<file path="config.mk">
export PLATFORM = sky130hd
export DESIGN_NAME = sync_tx
export DESIGN_NICKNAME = d
export VERILOG_FILES = /design/src/rtl/sync_tx_pkg.sv /design/src/rtl/sync_tx_shreg.sv /design/src/rtl/sync_tx.sv
export SDC_FILE = /design/constraint.sdc
export NUM_CORES = 1
export LEC_CHECK = 0
export CORE_MARGIN = 5
export CORE_UTILIZATION = 38
export DETAILED_ROUTE_END_ITERATION = 10
export GPL_TIMING_DRIVEN = 1
export PLACE_DENSITY_LB_ADDON = 0.1
export SLEW_MARGIN = 15
export SYNTH_ARGS = -nofsm -noshare
export SYNTH_HDL_FRONTEND = slang
export SYNTH_SLANG_ARGS = --single-unit
</file>
<file path="constraint.sdc">
create_clock -name clk -period 1.5 [get_ports clk]
set_input_delay 0.45 -clock clk [delete_from_list [all_inputs] [get_ports clk]]
set_output_delay 0.45 -clock clk [all_outputs]
set_load 0.01 [all_outputs]
</file>
<file path="src/rtl/sync_tx_pkg.sv">
// Shared definitions for the sync-word transmitter: state encoding, default
// sync pattern, idle line level and counter sizing.
package sync_tx_pkg;

   typedef enum logic [1:0] {
      ST_IDLE = 2'd0,
      ST_SYNC = 2'd1,
      ST_DATA = 2'd2,
      ST_STOP = 2'd3
   } state_e;

   localparam logic [3:0]  SYNC_PAT_DEFAULT = 4'b0110;
   localparam logic        IDLE_LEVEL       = 1'b1;
   localparam int unsigned SYNC_LEN         = 32'd4;

   // One counter serves both the sync word and the payload, so size it for the longer.
   function automatic int unsigned cnt_width(input int unsigned data_w);
      int unsigned longest;
      longest = (data_w > SYNC_LEN) ? data_w : SYNC_LEN;
      return $clog2(longest);
   endfunction

endpackage

</file>
<file path="src/rtl/sync_tx_shreg.sv">
// Payload shift register: parallel load, MSB-first shift with zero fill,
// exposes only the current MSB.
module sync_tx_shreg #(
   parameter int unsigned W = 8
) (
   input  logic         clk,
   input  logic         reset,
   input  logic         load_i,
   input  logic         shift_i,
   input  logic [W-1:0] d_i,
   output logic         msb_o
);

   logic [W-1:0] sh_q;
   logic [W-1:0] sh_d;

   // Load has priority over shift; otherwise hold.
   always_comb begin
      sh_d = sh_q;
      if (load_i) begin
         sh_d = d_i;
      end else if (shift_i) begin
         sh_d = {sh_q[W-2:0], 1'b0};
      end else begin
         sh_d = sh_q;
      end
   end

   // Shift register state.
   always_ff @(posedge clk or posedge reset) begin
      if (reset) begin
         sh_q <= '0;
      end else begin
         sh_q <= sh_d;
      end
   end

   assign msb_o = sh_q[W-1];

endmodule

</file>
<file path="src/rtl/sync_tx.sv">
// Serial frame transmitter: sync word, MSB-first payload and a stop bit, with
// registered Moore outputs and one idle cycle between back-to-back frames.
module sync_tx
   import sync_tx_pkg::*;
#(
   parameter int unsigned DATA_W   = 8,
   parameter logic [3:0]  SYNC_PAT = SYNC_PAT_DEFAULT
) (
   input  logic              clk,
   input  logic              reset,
   input  logic              send,
   input  logic [DATA_W-1:0] data_in,
   output logic              ready,
   output logic              x_out,
   output logic              frame,
   output logic              done
);

   localparam int unsigned CNT_W = cnt_width(DATA_W);

   state_e           state_q;
   logic [CNT_W-1:0] cnt_q;
   logic             x_q;
   logic             ready_q;
   logic             frame_q;
   logic             done_q;
   logic             load_s;
   logic             shift_s;
   logic             msb_s;

   sync_tx_shreg #(
      .W(DATA_W)
   ) u_shreg (
      .clk    (clk),
      .reset  (reset),
      .load_i (load_s),
      .shift_i(shift_s),
      .d_i    (data_in),
      .msb_o  (msb_s)
   );

   // The payload MSB is put on the line on the same edge that shifts it out.
   always_comb begin
      load_s  = 1'b0;
      shift_s = 1'b0;
      case (state_q)
         ST_IDLE: load_s  = send;
         ST_SYNC: shift_s = (cnt_q == '0);
         ST_DATA: shift_s = 1'b1;
         default: begin
            load_s  = 1'b0;
            shift_s = 1'b0;
         end
      endcase
   end

   // Frame sequencer with bit counter and registered line outputs.
   always_ff @(posedge clk or posedge reset) begin
      if (reset) begin
         state_q <= ST_IDLE;
         cnt_q   <= '0;
         x_q     <= IDLE_LEVEL;
         ready_q <= 1'b1;
         frame_q <= 1'b0;
         done_q  <= 1'b0;
      end else begin
         case (state_q)
            ST_IDLE: begin
               if (send) begin
                  state_q <= ST_SYNC;
                  cnt_q   <= CNT_W'(SYNC_LEN - 32'd1);
                  x_q     <= SYNC_PAT[3];
                  ready_q <= 1'b0;
                  frame_q <= 1'b1;
                  done_q  <= 1'b0;
               end else begin
                  cnt_q   <= '0;
                  x_q     <= IDLE_LEVEL;
                  ready_q <= 1'b1;
                  frame_q <= 1'b0;
                  done_q  <= 1'b0;
               end
            end
            ST_SYNC: begin
               if (cnt_q == '0) begin
                  state_q <= ST_DATA;
                  cnt_q   <= CNT_W'(DATA_W - 32'd1);
                  x_q     <= msb_s;
               end else begin
                  cnt_q   <= cnt_q - 1'b1;
                  x_q     <= SYNC_PAT[cnt_q[1:0] - 2'd1];
               end
            end
            ST_DATA: begin
               if (cnt_q == '0) begin
                  state_q <= ST_STOP;
                  x_q     <= IDLE_LEVEL;
                  done_q  <= 1'b1;
               end else begin
                  cnt_q   <= cnt_q - 1'b1;
                  x_q     <= msb_s;
               end
            end
            ST_STOP: begin
               state_q <= ST_IDLE;
               cnt_q   <= '0;
               x_q     <= IDLE_LEVEL;
               ready_q <= 1'b1;
               frame_q <= 1'b0;
               done_q  <= 1'b0;
            end
            default: begin
               state_q <= ST_IDLE;
               cnt_q   <= '0;
               x_q     <= IDLE_LEVEL;
               ready_q <= 1'b1;
               frame_q <= 1'b0;
               done_q  <= 1'b0;
            end
         endcase
      end
   end

   assign ready = ready_q;
   assign x_out = x_q;
   assign frame = frame_q;
   assign done  = done_q;

endmodule

</file>
; Yosys cells after proc, flatten, opt, wreduce, memory -nomap -nowiden
; Cells that the tools add are included.
[word_totals]
ff_bits = 17
inputBits = 11
out_inout_bits = 4
elab_cells = 48
[classes]
n_addsub = 2
magnitude_cmp = 1
eq_ne = 7
muxes = 23
n_reduce_logical = 8
[op_table]
columns = cell, count
row1 = 8-bit 2-to-1 mux, 2
row2 = 3-bit case mux with 4 select lines, 1
row3 = 2-bit 2-to-1 mux, 4
row4 = 2-bit inequality test (second input constant), 4
row5 = 1-bit case mux with 2 select lines, 4
row6 = 2-bit case mux with 4 select lines, 1
row7 = 1-bit 2-to-1 mux, 7
row8 = 3-bit 2-to-1 mux, 2
row9 = 2-bit nonzero test, 3
row10 = 2-bit equality test (second input constant), 2
row11 = 1-bit case mux with 4 select lines, 1
row12 = 3-bit zero test, 1
row13 = 2-bit by 3-bit < comparator with 1-bit output (second input constant), 1
row14 = 3-bit AND reduction, 1
row15 = 3-bit by 1-bit subtractor with 3-bit output (second input constant), 1
row16 = 1-bit binary-select mux with 2-bit select, 1
row17 = 2-bit by 1-bit equality test with 1-bit output (second input constant), 1
row18 = 2-bit zero test, 1
row19 = 2-bit AND reduction, 1
row20 = 2-bit OR reduction, 1
row21 = 2-bit by 1-bit subtractor with 2-bit output (second input constant), 1

; Depth between registers and ports, before layout
; Gate-level depths: netlist of run 1.
[logic_depth]
ltp_word = 5
depth_mapped = 6
ltp_nobuf = 5

; Cells and area by module
; A second synthesis of run 1 with hierarchy kept.
[hier_totals]
cells_unflattened = 95
hier_area_um2 = 959.7
[modules_own_cells]
columns = module, instances, cells_each, area_each_um2, seq_area_each_um2
row1 = sync_tx, 1, 60, 586.8, 227.7
row2 = sync_tx_shreg, 1, 35, 372.9, 200.2

; Worst setup path after synthesis of run 1
; Ideal clock, no wire load.
[synth_timing]
kind = register to register
from = reg state_q[0]
to = reg u_shreg.sh_q[1]
setup_ps = 82
arrival_time_ps = 1299
t_required_ps = 1418
slack_ps = 119
stages_incl_launch_ff = 6
n_path_buf = 1
period_less_slack_ps = 1381
cell_sequence = dfrtp_1 inv_1 ha_1 clkbuf_1 o211ai_1 a31oi_1
[synth_between]
elab_chain_len = 3
word_cells_on_any_way = 7
classes_between = eq/ne: 2 / mux: 3 / reduce/logical: 2
[synth_rtl]
columns = item, line_no
row1 = from (decl), sync_tx.sv:21  ; state_e state_q;
row2 = from (signal assigned), sync_tx.sv:60  ; state_q <= ST_IDLE;
row3 = from (signal assigned), sync_tx.sv:70  ; state_q <= ST_SYNC;
row4 = from (signal assigned), sync_tx.sv:86  ; state_q <= ST_DATA;
row5 = 2-bit equality test (tied with other cells), sync_tx.sv:46  ; case (state_q)
row6 = 1-bit case mux with 2 select lines or 1-bit 2-to-1 mux (tied branches), sync_tx.sv:46
row7 = 2-bit nonzero test (no line) or 8-bit 2-to-1 mux (tied branches), n/a
row8 = to (signal assigned), sync_tx_shreg.sv:32  ; sh_q <= '0;
row9 = to (signal assigned), sync_tx_shreg.sv:34  ; sh_q <= sh_d;
row10 = to (decl), sync_tx_shreg.sv:14  ; logic [W-1:0] sh_q;
; Parallel ways exist; a longest one is shown, timed or not.
; A chain may end at the register's enable or synchronous reset.

; Worst setup path in the final report of run 1
[layout_timing]
from = reg done_q (netlist: done)
to = out done
[layout_lines]
columns = item, line_no
row1 = from (decl), sync_tx.sv:26  ; logic done_q;
row2 = from (signal assigned), sync_tx.sv:65  ; done_q <= 1'b0;
row3 = from (signal assigned), sync_tx.sv:75  ; done_q <= 1'b0;
row4 = from (signal assigned), sync_tx.sv:81  ; done_q <= 1'b0;
row5 = to (decl), sync_tx.sv:16  ; output logic done
; No word-level cell between the ends.

==> results of run 1 <==
## stage by stage
step | TNS (ns) | std cells
2_1_floorplan | 0 | 104
3_3_place_gp | -0.146 | 155
3_5_place_dp | -0.306 | 155
4_1_cts | 0 | 159
5_1_grt | -0.0148 | 160
6_report | 0 | 160
## worst min path at each step
| stage | from | end | slack, ns | depth (start not counted) |
|---|---|---|---|---|
| after CTS | reset | u_shreg.sh_q[3] | 0.46 | 3 |
| final | reset | u_shreg.sh_q[3] | 0.45 | 3 |
| after detailed placement | ready | ready | 0.47 | 2 |
| after global placement | ready | ready | 0.46 | 2 |
| after global routing | reset | cnt_q[2] | 0.49 | 3 |
| after floorplan | reset | cnt_q[0] | 0.37 | 1 |
## synthesized netlist by cell type, types with 3 or more instances
library cell	instances
nor2_1	12
ha_1	7
buf_2	3
inv_1	9
a31oi_1	9
dfrtp_1	15
nand3_1	8
nand2_1	5
o211ai_1	8
## registers in the layout, indices dropped and copies added, names as in the netlist
name	count
x_out	1
cnt_q	3
state_q	2
frame	1
ready	1
done	1
u_shreg.sh_q	8
## metal layers
metal	share of wire (%)	track usage, %
met1	44	17.3
met2	48	21.4
met3	5.7	4.89
met4	1.4	4.95
met5	0	0
## logic make-up (layout without fill, tap and decap cells)
family	Yosys count	in the layout
XOR/XNOR	1	1
buffers and inverters	13	39
AND/OR/NAND/NOR	38	38
adder cells (fa/ha/maj)	7	7
AO/OA/AOI/OAI	26	26
flip-flops	17	17
multiplexers	2	2
## layout make-up
| class | count | area (sq um) | area share [%] |
|---|---|---|---|
| multi-input combinational | 74 | 548 | 41.9 |
| sequential | 17 | 429 | 32.8 |
| timing repair buffer | 26 | 230 | 17.6 |
| tap | 30 | 37.5 | 2.87 |
| inverter | 9 | 36.3 | 2.78 |
| clock buffer | 4 | 26.3 | 2.01 |
## repair_timing
action	in CTS	in global routing
endpoints found under the setup margin	7	14
resized for setup	11	12
buffers inserted	0	1
endpoints found under the hold margin	0	0
hold buffers	0	0
## power groups by stage
| stage | Sequential (uW) | Combinational (uW) | Clock [uW] |
|---|---|---|---|
| 2_1_floorplan | 846 | 1160 | 0 |
| 3_3_place_gp | 840 | 1740 | 0 |
| 3_5_place_dp | 844 | 1770 | 0 |
| 4_1_cts | 835 | 1770 | 260 |
| 5_1_grt | 890 | 2160 | 277 |
| 6_report | 852 | 1900 | 247 |
## cells in the final DEF (no fill, tap or decap), drive strengths merged, types with 4 or more instances in the layout
cell	instances
nand3	8
nand2	5
ha	7
o211ai	8
clkbuf	4
inv	9
nor2	13
clkdlybuf4s50	10
a31oi	9
buf	14
dfrtp	15
==> impl_metrics.py, run 1 <==
metrics = {
    "logic_synthesis": {
        "synthTopCellsByArea": "dfrtp_1, ha_1, o211ai_1, a31oi_1, dfstp_2",
        "synth_fa_ha_area_share_pct": 8.94,
        "synth_cell_types": 31,
        "synthMuxAreaShare_pct": 2.04,
        "synthSimpleGateAreaFrac_pct": 20.1,
        "synth_top_family_by_area": "simple AND/OR/NAND/NOR gates",
        "synthesis.nets": 122,
        "synth-xor-area-share_pct": 0.894,
        "postSynth.asyncResetShare_pct": 100,
        "ys_seq_elements": 17,
        "synthFlopType": "dfrtp_1",
        "yosys.area.top_type": "dfrtp_1",
        "syn_inst": 104,
        "avgSynthCellArea_sq_um": 9.42,
        "synth_warnings": 0,
        "synth_compound_area_share_pct": 19.0,
        "ys_seq_area_share_pct": 43.7,
        "synth_edf_count": 0,
        "synth_top_cell_area_share_pct": 38.3,
        "synth_area_sq_um": 980,
    },
    "setup_path": {
        "cp_top_family": "flip-flops",
        "crit_path_end": "done",
        "cp.arrival_ns": 0.98,
        "path_depth": 1,
        "crit_path_start_kind": "flop",
        "crit_chain": "dlygate4sd2_1",
        "rr_worst_depth": 6,
        "cpPeakStageDelay_ns": 0.40,
        "r2r-end": "done",
        "startpoint": "done",
        "rr_startpoint": "cnt_q[0]",
        "end_kind": "primary output",
        "crit_fanout": 3,
        "required_ns": 1.05,
        "reg2reg_slack_ns": 0.12,
        "crit_buf_inv": 1,
        "crit_slowest_cell": "dfrtp_1",
        "worstSetupPathType": "reg -> out",
    },
    "timing": {
        "whs_ns": 0.455,
        "layout_setup_ws_ns": 0.0734,
        "finalSetupViolCount": 0,
        "drv_slew": 0,
        "clock_skew_ns": 0.0101,
        "hold_viol_final": 0,
        "slew_headroom_pct": 83.7,
        "worstMarginPinSlew_ns": 0.243,
        "fmax_mhz": 701,
        "fin_crit_ns": 1.43,
        "post-route-period-util_pct": 95.1,
    },
    "grt": {
        "grt_pass1_wl_mm": 3.78,
        "track_usage_pct": 13.7,
        "antenna_found_initial": 0,
        "grt_pass1_vias": 881,
        "grt_max_degree": 18,
        "grt.overflow.total": 0,
    },
    "final_layout": {
        "antenna_cells": 0,
        "drive_gt1_share_pct": 25.4,
        "synthToLayoutAreaGrowth_pct": 33.5,
        "final_util_pct": 52.8,
        "final_nets": 149,
        "nFillCells": 238,
        "finalInstanceArea_sq_mm": 0.00131,
    },
    "cts": {
        "clkTransAtPathRegs_ns": 0.10,
        "cts.sinks": 17,
        "cts_root_buf": "clkbuf_4",
        "clock_path_buffers": 2,
        "cts-htree-levels": 1,
        "cts_tree": "done",
        "numCtsBuffers": 3,
        "clkLatencyLatePin_ns": 0.29,
    },
    "die": {
        "die_area_sq_mm": 0.00369,
        "fp.dieH_um": 60.8,
        "io_pins": 15,
        "die_w_um": 60.8,
        "core_area_sq_mm": 0.00248,
        "rows": 18,
        "initial_utilization_pct": 39.5,
    },
    "pwr": {
        "p_per_area_mw_per_mm2": 2290,
        "combPwrFrac_pct": 63.3,
        "power_leakage_uw": 0.000580,
        "p_sw_share_pct": 42.0,
        "clockPowerShare_pct": 8.2,
        "total_power_uw": 3000,
        "p_int_uw": 1740,
        "switchingPower_uw": 1260,
        "seqPwrFrac_pct": 28.4,
        "ir_drop_v": 0.00124,
    },
    "placement": {
        "port_buffers": 14,
        "pre_cts_ws_ns": -0.0447,
        "post_dp_cell_area_sq_mm": 0.00123,
        "place_hpwl_mm": 1.62,
        "gp_congestion": 0.777,
    },
    "drt": {
        "viasPerCell": 5.38,
        "drtAntennaViolNets": 0,
        "dr.pass1.iters": 4,
        "route.vias.total": 860,
        "route.detailed.drc": 0,
        "drt_iter0_drc": 7,
        "wl_per_cell_um": 13.8,
        "routed_wl_mm": 2.21,
    },
    "min_path": {
        "hold_class": "in -> async",
    },
    "run_status": {
        "status": "finished, final reports clean",
    },
    "job": {
        "maxCapViolations": 0,
    },
}
No activity file was read; power rests on OpenSTA's default activity.
==> run 2, diff against run 1 <==
--- a/config.mk
+++ b/config.mk
@@ -14,3 +14,4 @@
 export SYNTH_ARGS = -nofsm -noshare
 export SYNTH_HDL_FRONTEND = slang
 export SYNTH_SLANG_ARGS = --single-unit
+export TNS_END_PERCENT = 50
==> results of run 2 <==
The final DEF is identical to that of run 1; final timing and power are the same.
==> run 3, diff against run 2 <==
--- a/config.mk
+++ b/config.mk
@@ -5,10 +5,12 @@
 export SDC_FILE = /design/constraint.sdc
 export NUM_CORES = 1
 export LEC_CHECK = 0
+export CELL_PAD_IN_SITES_DETAIL_PLACEMENT = 1
+export CELL_PAD_IN_SITES_GLOBAL_PLACEMENT = 1
 export CORE_MARGIN = 5
 export CORE_UTILIZATION = 38
 export DETAILED_ROUTE_END_ITERATION = 10
-export GPL_TIMING_DRIVEN = 1
+export GPL_TIMING_DRIVEN = 0
 export PLACE_DENSITY_LB_ADDON = 0.1
 export SLEW_MARGIN = 15
 export SYNTH_ARGS = -nofsm -noshare
==> impl_metrics.py, run 3 (same netlist as run 1, synthesis figures left out) <==
metrics = {
    "run_status": {
        "status": "finished, final reports clean",
    },
    "die": {
        "initial_utilization_pct": 39.5,
        "die_area_sq_mm": 0.00369,
        "io_pins": 15,
        "fp.dieH_um": 60.8,
        "rows": 18,
        "die_w_um": 60.8,
        "core_area_sq_mm": 0.00248,
    },
    "timing": {
        "hold_viol_final": 0,
        "fmax_mhz": 685,
        "worstMarginPinSlew_ns": 0.665,
        "rsz0062_at_grt": "yes",
        "clock_skew_ns": 0.00480,
        "post-route-period-util_pct": 97.3,
        "finalSetupViolCount": 0,
        "slew_headroom_pct": 55.6,
        "drv_slew": 0,
        "layout_setup_ws_ns": 0.0406,
        "fin_crit_ns": 1.46,
    },
    "cts": {
        "cts.sinks": 17,
        "clkTransAtPathRegs_ns": 0.11,
        "clkLatencyLatePin_ns": 0.30,
        "numCtsBuffers": 3,
        "cts-htree-levels": 1,
        "clock_path_buffers": 2,
        "cts_root_buf": "clkbuf_4",
        "cts_tree": "done",
        "cts_hold_repair.buffers": 0,
    },
    "setup_path": {
        "crit_chain": "buf_4 > ha_2 > and3b_1 > buf_2 > o211ai_1 > a31oi_1",
        "cp_top_family": "flip-flops",
        "crit_slowest_cell": "dfrtp_1",
        "required_ns": 1.69,
        "end_kind": "flop",
        "cpPeakStageDelay_ns": 0.40,
        "crit_path_start_kind": "flop",
        "crit_buf_inv": 2,
        "worstSetupPathType": "reg -> reg",
        "crit_fanout": 7,
        "cp.arrival_ns": 1.65,
    },
    "pwr": {
        "ir_drop_v": 0.00132,
        "switchingPower_uw": 1260,
        "p_per_area_mw_per_mm2": 2310,
        "p_sw_share_pct": 44.3,
        "p_int_uw": 1580,
        "clockPowerShare_pct": 9.3,
        "seqPwrFrac_pct": 29.8,
        "power_leakage_uw": 0.000555,
        "combPwrFrac_pct": 60.9,
    },
    "placement": {
        "port_buffers": 14,
        "gp_congestion": 0.766,
        "place_hpwl_mm": 1.83,
        "dp_cells": 148,
        "pre_cts_ws_ns": -0.302,
    },
    "grt": {
        "track_usage_pct": 15.6,
        "grt_pass1_wl_mm": 4.19,
        "grt_pass1_vias": 908,
        "grt.overflow.total": 0,
        "grt_max_degree": 18,
        "antenna_found_initial": 0,
    },
    "final_layout": {
        "largest_reg_flops": 8,
        "final_common_cell": "dfrtp_1",
        "final_cell_mix": "dfrtp_1, nor2_1, clkdlybuf4s50_1",
        "top_register": "u_shreg.sh_q",
        "reg_top3": "u_shreg.sh_q (8), cnt_q (3), state_q (2)",
        "antenna_cells": 0,
        "instances_no_fill": 157,
        "nFillCells": 306,
        "final_nets": 146,
        "synthToLayoutAreaGrowth_pct": 25.5,
        "drive_gt1_share_pct": 21.3,
    },
    "drt": {
        "dr.pass1.iters": 4,
        "route.detailed.drc": 0,
        "route.vias.total": 878,
        "wl_per_cell_um": 16.0,
        "routed_wl_mm": 2.52,
        "viasPerCell": 5.59,
        "drt_iter0_drc": 23,
        "drtAntennaViolNets": 0,
    },
    "job": {
        "maxCapViolations": 0,
    },
    "min_path": {
        "hold_class": "reg -> reg",
    },
}
-- run 3: cell types whose count changed in the layout (fill, tap and decap cells not counted), sizes merged --
cell    before  now
buf         14   10
clkbuf       4    5
-- run 3: worst paths after layout --
kind	to	start	depth (start not counted)	slack [ns]
min reg2reg	ready	ready	2	0.47
min in group asynchronous	u_shreg.sh_q[7]	reset	2	0.53
max in group asynchronous	done	reset	2	0.54
max	u_shreg.sh_q[5]	state_q[0]	6	0.04
max reg2reg	u_shreg.sh_q[5]	state_q[0]	6	0.04
min	ready	ready	2	0.47
-- run 3: per-stage QoR --
step / setup TNS, ns / utilization [%] / hold WS (ns) / cell area, sq um / power (uW)
after global routing: -0.0747 / 49.6 / 0.508 / 1230 / 3100
after global placement: -2.14 / 46.7 / 0.451 / 1160 / 2400
final: 0 / 49.6 / 0.474 / 1230 / 2840
after CTS: -0.0148 / 48.8 / 0.485 / 1210 / 2800
after detailed placement: -2.66 / 46.7 / 0.471 / 1160 / 2470
after floorplan: 0 / - / 0.375 / 980 / 2010
-- run 3: power by group through the flow --
stage          clock (uW)  combinational (uW)  sequential [uW]
2_1_floorplan           0                1160              846
3_3_place_gp            0                1550              852
3_5_place_dp            0                1610              866
4_1_cts               270                1680              847
5_1_grt               291                1940              876
6_report              264                1730              846
-- run 3: routing by layer --
| layer | vias to the layer above | track usage, % | wire (um) |
|---|---|---|---|
| met1 | 427 | 19.6 | 1110 |
| met2 | 23 | 26.0 | 1190 |
| met3 | 5 | 2.98 | 166 |
| li1 | 423 | - | - |
| met4 | 0 | 6.50 | 48 |
| met5 | - | 0 | 0 |
-- run 3: layout make-up --
| type | instances | area (sq um) | area share, % |
|---|---|---|---|
| tap | 30 | 37.5 | 3.05 |
| clock buffer | 4 | 26.3 | 2.14 |
| inverter | 9 | 33.8 | 2.75 |
| multi-input combinational | 74 | 512 | 41.6 |
| sequential | 17 | 428 | 34.8 |
| timing repair buffer | 19 | 165 | 13.4 |
| buffer | 4 | 27.5 | 2.24 |
-- run 3: worst min-delay path: stages, from the launching register on --
cell and delay, ns:
dfstp_2 0.38, inv_1 0.05, a21oi_1 0.05
-- run 3: timing repair --
action	CTS	global route
resized for setup	17	4
buffers inserted	3	2
pin swaps	0	2
endpoints found under the setup margin	19	14
